## config.mk

```make
export PLATFORM = sky130hd
export DESIGN_NAME = buffer_read_sched
export DESIGN_NICKNAME = d
export VERILOG_FILES = /design/src/rtl/buffer_read_sched_pkg.sv /design/src/rtl/buffer_read_sched_fifo.sv /design/src/rtl/buffer_read_sched.sv
export SDC_FILE = /design/constraint.sdc
export NUM_CORES = 1
export LEC_CHECK = 0
export CORE_AREA = 2 2 72 74
export CTS_BUF_LIST = sky130_fd_sc_hd__clkbuf_2 sky130_fd_sc_hd__clkbuf_4 sky130_fd_sc_hd__clkbuf_8
export CTS_CLUSTER_DIAMETER = 30
export DETAILED_ROUTE_END_ITERATION = 12
export DIE_AREA = 0 0 74 76
export DONT_BUFFER_PORTS = 1
export MAX_ROUTING_LAYER = met4
export PLACE_DENSITY = 0.78
export SYNTH_ARGS = -nofsm -noshare
export SYNTH_HDL_FRONTEND = slang
export SYNTH_SLANG_ARGS = --single-unit
```

## constraint.sdc

```tcl
create_clock -name clk -period 2.55 [get_ports clk]
set_input_delay 0.51 -clock clk [delete_from_list [all_inputs] [get_ports clk]]
set_output_delay 0.51 -clock clk [all_outputs]
set_load 0.01 [all_outputs]
```

## src/rtl/buffer_read_sched_pkg.sv

```systemverilog
// Shared types and constants for the buffer read scheduler and its output FIFO.
package buffer_read_sched_pkg;

    typedef enum logic [1:0] {
        IDLE   = 2'd0,
        STREAM = 2'd1,
        DRAIN  = 2'd2,
        DONE   = 2'd3
    } sched_state_e;

    localparam int FIFO_DEPTH = 3;

    function automatic logic [1:0] fifo_next_ptr(input logic [1:0] ptr);
        return (ptr == 2'(FIFO_DEPTH - 1)) ? 2'd0 : ptr + 2'd1;
    endfunction

    // A read may only issue while its landing slot is still guaranteed free.
    function automatic logic credit_ok(input logic [1:0] occ, input logic in_flight);
        return ({1'b0, occ} + {2'b00, in_flight}) < 3'(FIFO_DEPTH);
    endfunction

endpackage

```

## src/rtl/buffer_read_sched_fifo.sv

```systemverilog
// Three-entry synchronous FIFO with occupancy output; head is readable combinationally.
module sync_fifo_small
    import buffer_read_sched_pkg::*;
#(
    parameter int DataWidth = 8
) (
    input  logic                 clk,
    input  logic                 nrst,
    input  logic                 push,
    input  logic [DataWidth-1:0] push_data,
    input  logic                 pop,
    output logic [DataWidth-1:0] head_data,
    output logic                 full,
    output logic                 empty,
    output logic [1:0]           occupancy
);

    logic [DataWidth-1:0] mem_q [FIFO_DEPTH];
    logic [DataWidth-1:0] mem_d [FIFO_DEPTH];
    logic [1:0] wr_ptr_q, wr_ptr_d;
    logic [1:0] rd_ptr_q, rd_ptr_d;
    logic [1:0] occ_q, occ_d;
    logic       do_push, do_pop;

    assign full      = (occ_q == 2'(FIFO_DEPTH));
    assign empty     = (occ_q == 2'd0);
    assign occupancy = occ_q;
    assign head_data = mem_q[rd_ptr_q];

    always_comb begin
        mem_d    = mem_q;
        wr_ptr_d = wr_ptr_q;
        rd_ptr_d = rd_ptr_q;
        occ_d    = occ_q;
        do_push  = push && !full;
        do_pop   = pop && !empty;
        if (do_push) begin
            mem_d[wr_ptr_q] = push_data;
            wr_ptr_d        = fifo_next_ptr(wr_ptr_q);
        end
        if (do_pop) begin
            rd_ptr_d = fifo_next_ptr(rd_ptr_q);
        end
        case ({do_push, do_pop})
            2'b10:   occ_d = occ_q + 2'd1;
            2'b01:   occ_d = occ_q - 2'd1;
            default: occ_d = occ_q;
        endcase
    end

    always_ff @(posedge clk) begin
        if (!nrst) begin
            for (int i = 0; i < FIFO_DEPTH; i++) begin
                mem_q[i] <= '0;
            end
            wr_ptr_q <= 2'd0;
            rd_ptr_q <= 2'd0;
            occ_q    <= 2'd0;
        end else begin
            mem_q    <= mem_d;
            wr_ptr_q <= wr_ptr_d;
            rd_ptr_q <= rd_ptr_d;
            occ_q    <= occ_d;
        end
    end

endmodule

```

## src/rtl/buffer_read_sched.sv

```systemverilog
// Streams a strided run of buffer entries onto a valid/ready port, hiding the
// buffer's registered read latency behind a small credit-managed FIFO.
module buffer_read_sched
    import buffer_read_sched_pkg::*;
#(
    parameter int Depth     = 64,
    parameter int DataWidth = 8,
    parameter int AddrWidth = $clog2(Depth),
    parameter int CntWidth  = AddrWidth + 1
) (
    input  logic                 clk,
    input  logic                 nrst,
    input  logic                 start,
    input  logic [AddrWidth-1:0] baseAddr,
    input  logic [CntWidth-1:0]  count,
    input  logic [AddrWidth-1:0] stride,
    output logic                 busy,
    output logic                 done,
    input  logic                 hostWrEn,
    input  logic [AddrWidth-1:0] hostWrAddr,
    input  logic [DataWidth-1:0] hostWrData,
    output logic                 bufWriteEn,
    output logic [AddrWidth-1:0] bufWriteAddr,
    output logic [DataWidth-1:0] bufDataIn,
    output logic                 bufReadEn,
    output logic [AddrWidth-1:0] bufReadAddr,
    input  logic [DataWidth-1:0] bufDataOut,
    output logic                 outValid,
    input  logic                 outReady,
    output logic [DataWidth-1:0] outData
);

    sched_state_e         state_q, state_d;
    logic [AddrWidth-1:0] addr_q, addr_d;
    logic [AddrWidth-1:0] stride_q, stride_d;
    logic [CntWidth-1:0]  rem_q, rem_d;
    logic                 in_flight_q, in_flight_d;

    logic                 read_en, hazard, fifo_pop;
    logic [DataWidth-1:0] fifo_head;
    logic                 fifo_full, fifo_empty;
    logic [1:0]           fifo_occ;

    assign bufWriteEn   = hostWrEn;
    assign bufWriteAddr = hostWrAddr;
    assign bufDataIn    = hostWrData;

    assign bufReadEn   = read_en;
    assign bufReadAddr = addr_q;
    assign outValid    = !fifo_empty;
    assign outData     = fifo_empty ? '0 : fifo_head;
    assign fifo_pop    = outValid && outReady;
    assign busy        = (state_q != IDLE);
    assign done        = (state_q == DONE);

    // Reading an address in the same cycle it is written would return stale data.
    assign hazard = hostWrEn && (hostWrAddr == addr_q);

    always_comb begin
        state_d     = state_q;
        addr_d      = addr_q;
        stride_d    = stride_q;
        rem_d       = rem_q;
        read_en     = 1'b0;
        case (state_q)
            IDLE: begin
                if (start) begin
                    addr_d   = baseAddr;
                    stride_d = stride;
                    rem_d    = count;
                    state_d  = (count == '0) ? DONE : STREAM;
                end
            end
            STREAM: begin
                if (credit_ok(fifo_occ, in_flight_q) && !fifo_full && !hazard) begin
                    read_en = 1'b1;
                    addr_d  = addr_q + stride_q;
                    rem_d   = rem_q - CntWidth'(1);
                    if (rem_q == CntWidth'(1)) begin
                        state_d = DRAIN;
                    end
                end
            end
            DRAIN: begin
                // Leave as the final entry is handed off so done follows that beat directly.
                if (!in_flight_q && (fifo_empty || (fifo_occ == 2'd1 && fifo_pop))) begin
                    state_d = DONE;
                end
            end
            DONE: begin
                state_d = IDLE;
            end
        endcase
        in_flight_d = read_en;
    end

    always_ff @(posedge clk) begin
        if (!nrst) begin
            state_q     <= IDLE;
            addr_q      <= '0;
            stride_q    <= '0;
            rem_q       <= '0;
            in_flight_q <= 1'b0;
        end else begin
            state_q     <= state_d;
            addr_q      <= addr_d;
            stride_q    <= stride_d;
            rem_q       <= rem_d;
            in_flight_q <= in_flight_d;
        end
    end

    sync_fifo_small #(
        .DataWidth(DataWidth)
    ) u_out_fifo (
        .clk      (clk),
        .nrst     (nrst),
        .push     (in_flight_q),
        .push_data(bufDataOut),
        .pop      (fifo_pop),
        .head_data(fifo_head),
        .full     (fifo_full),
        .empty    (fifo_empty),
        .occupancy(fifo_occ)
    );

endmodule
```

==> summary.txt <==
Outcome
  – Outcome: completed

Place
  – DP Area: 2930 um^2
  – Detailed Place HPWL: 4590 um
  – Inst Count DP: 408
  – GPL Wtd Cong: 0.847
  – Pre-CTS WS: 0.375 ns
  – Number of port buffers: 0

Layout
  – Design area: 3070 um^2
  – Ant. Diodes: 0
  – Nets@finish: 410
  – Layout cells sized above 1: 7.54%
  – Synth-to-layout area growth: 1.91%
  – Fin cells: 415

Timing
  – RSZ-0062 raised after global routing: no
  – Tmin final: 2.40 ns
  – Final Hold Fails: 0
  – # setup viols final: 0
  – Period utilization: 94.0%
  – Worst hold margin: 0.325 ns
  – Post-route setup slack: 0.153 ns
  – Layout Skew: 0.00906 ns
  – Slew HR: 57.7%
  – Setup_tns: 0 ns
  – Fmax: 0.417 GHz
  – Slew Viols, Final: 0
  – Least-Margin Pin Slew: 0.631 ns

Synthesis
  – Seq/Total Area, Yosys: 34.6%
  – Synthesized area: 3010 um^2
  – Share of the synthesized area in the top cell type: 34.6%
  – EDFF count, synth: 0
  – Most frequent cell after synthesis: nand2_1
  – Yosys reg bits: 52
  – Top cell type by total area after synthesis: dfxtp_1
  – Gate Count Post-Synth: 367
  – Ys Warns: 0
  – Top FF cell, synth: dfxtp_1
  – Area contributors post-synth: dfxtp_1 35%, nand2_1 7.7%, ha_1 7.5%, mux2i_1 7.3%, a21oi_1 6.0%
  – Synthesized net count: 432
  – Synth cell types: 44
  – Avg Inst Size Synth: 8.20 um^2
  – Synth cell count leaders: 62 x nand2_1, 52 x dfxtp_1, 36 x a21oi_1
  – Async S/R FF share, synth: 0%

GRT
  – Initial antenna violation count: 0
  – Gr usage total: 23.7%
  – First-pass GRT wire length: 10400 um
  – Vias in the first global route: 2291
  – Grt ovf: 0
  – Largest net degree at the start of global routing: 39

Pwr
  – Net Sw Power: 1.21 mW
  – Combinational fraction of design power: 42.2%
  – Pleak: 1.15 nW
  – Maximum VDD drop: 0.000549 V
  – Sequential power share: 36.9%
  – Internal power: 1.90 mW
  – Clock share of power: 20.9%
  – Pwr Density: 1020 nW/um^2
  – Switching part of the total: 39.0%

Hold path
  – Hold/Removal Path Class: in2reg

Floorplan
  – Standard-cell rows: 26
  – Die ar.: 5620 um^2
  – # IOs: 79
  – Starting Density: 61.2%
  – Die Wd: 74 um
  – Die H: 76 um
  – Core area: 4910 um^2

Clock tree
  – TritonCTS Sinks: 52
  – CTS tree: yes
  – Post-CTS Setup Inserts: 0
  – Clk Latency, worst-skew pair: 0.30 ns
  – CTS Buf Count: 5
  – Worst-path clk slew: 0.10 ns
  – Clock Tree Root: clkbuf_8
  – H-tree depth: 2
  – Max clock buf depth: 2

Setup path
  – Critical Path RT: 2.04 ns
  – Kind of critical path: reg2out
  – Data arrival time of the critical path: 1.89 ns
  – CP Launch Type: register
  – CP Capture Type: output port
  – Critical Path Fanout Max: 5

Detailed routing
  – ANT nets after route: 0
  – DRT Pass-1 Iters: 4
  – Vias after detailed routing: 2372
  – DRC violations left: 0
  – DRT iter0 DRCs: 153
  – Vias/cell: 5.72
  – Drt total wl: 6320 um
  – Avg WL per Cell: 15.2 um

Job
  – Max-Cap Viols: 0
-- power groups by stage --
stage          registers, mW  logic, mW  clock network, mW
2_1_floorplan           1.11       1.12                  0
3_3_place_gp            1.16       1.25                  0
3_5_place_dp            1.16       1.29                  0
4_1_cts                 1.15       1.30              0.664
5_1_grt                 1.17       1.47              0.700
6_report                1.15       1.31              0.652
-- per-stage QoR --
stage / total power, mW / utilization [%]
2_1_floorplan: 2.23 / -
3_3_place_gp: 2.41 / 59.7
3_5_place_dp: 2.45 / 59.7
4_1_cts: 3.11 / 62.3
5_1_grt: 3.34 / 62.4
6_report: 3.11 / 62.4
-- registers in the layout (all words and copies together) (netlist names) --
register / cells
stride_q: 6
in_flight_q: 1
u_out_fifo.mem_q: 24
u_out_fifo.occupancy: 2
state_q: 2
u_out_fifo.wr_ptr_q: 2
bufReadAddr: 6
u_out_fifo.rd_ptr_q: 2
rem_q: 7
-- what timing repair did --
action,in CTS,in global routing
hold endpoints to repair,0,0
hold buffers,0,0
setup endpoints to repair,0,1
resized for setup,0,1
-- logic make-up after synthesis --
kind of cell / synth area share [%]
mux: 8.07
compound gates: 17.5
buf+inv: 9.57
simple gates: 18.6
fa+ha+maj: 8.15
flops: 34.6
xor+xnor: 3.49
-- layout make-up --
| cell class | count | area [um^2] |
|---|---|---|
| flip-flops and latches | 52 | 1040 |
| clock buffers | 5 | 68.8 |
| clock inverters | 2 | 60.1 |
| fillers | 440 | 1850 |
| multi-input cells | 261 | 1680 |
| inverters | 17 | 63.8 |
| repair buffers | 8 | 60.1 |
| well taps | 70 | 87.6 |
-- worst max-delay path, stage by stage (launching register included) --
cell and delay [ns]:
dfxtp_1 0.37, ha_1 0.21, ha_1 0.29, a211oi_2 0.30, o21a_1 0.22, and2_1 0.20
-- placed cells by master (no fill, tap or decap), types with 2 or more instances in the layout --
cell / instances
nor4_1: 2
nand3_1: 9
ha_1: 18
bufinv_16: 2
a221oi_2: 3
nor3_1: 3
mux2i_1: 22
nand2_1: 62
dfxtp_1: 52
a21o_1: 3
nor2b_1: 4
nor2_1: 33
buf_4: 8
xnor2_1: 10
o21a_1: 2
o32ai_1: 3
a21oi_2: 3
mux2_2: 2
a211o_1: 2
nand4_1: 3
xor2_1: 2
and2_1: 2
nand2b_1: 2
a2bb2oi_1: 2
o21ai_0: 5
inv_1: 17
and3_1: 3
or3_1: 3
o211a_1: 2
a211oi_1: 3
o22a_1: 6
clkbuf_8: 5
a21oi_1: 36
-- final timing paths --
kind / from / to / slack, ns / depth (start not counted)
setup / recovery: u_out_fifo.occupancy[0]$_SDFFE_PN0P_ / bufReadEn / 0.15 / 5
hold / removal: nrst / state_q[0]$_SDFFE_PN0P_ / 0.33 / 1
setup reg to reg: state_q[0]$_SDFFE_PN0P_ / bufReadAddr[5]$_SDFFE_PN0P_ / 0.39 / 8
hold reg to reg: u_out_fifo.mem_q[16]$_SDFFE_PN0P_ / u_out_fifo.mem_q[16]$_SDFFE_PN0P_ / 0.46 / 2
-- routing by layer --
layer / part of all wire, % / track usage [%] / up-vias
li1: - / - / 1189
met1: 45 / 31.0 / 1120
met2: 48 / 36.4 / 52
met3: 6.0 / 5.95 / 11
met4: 0.92 / 6.18 / 0
met5: 0 / - / -
No activity file was read; power rests on OpenSTA's default activity.
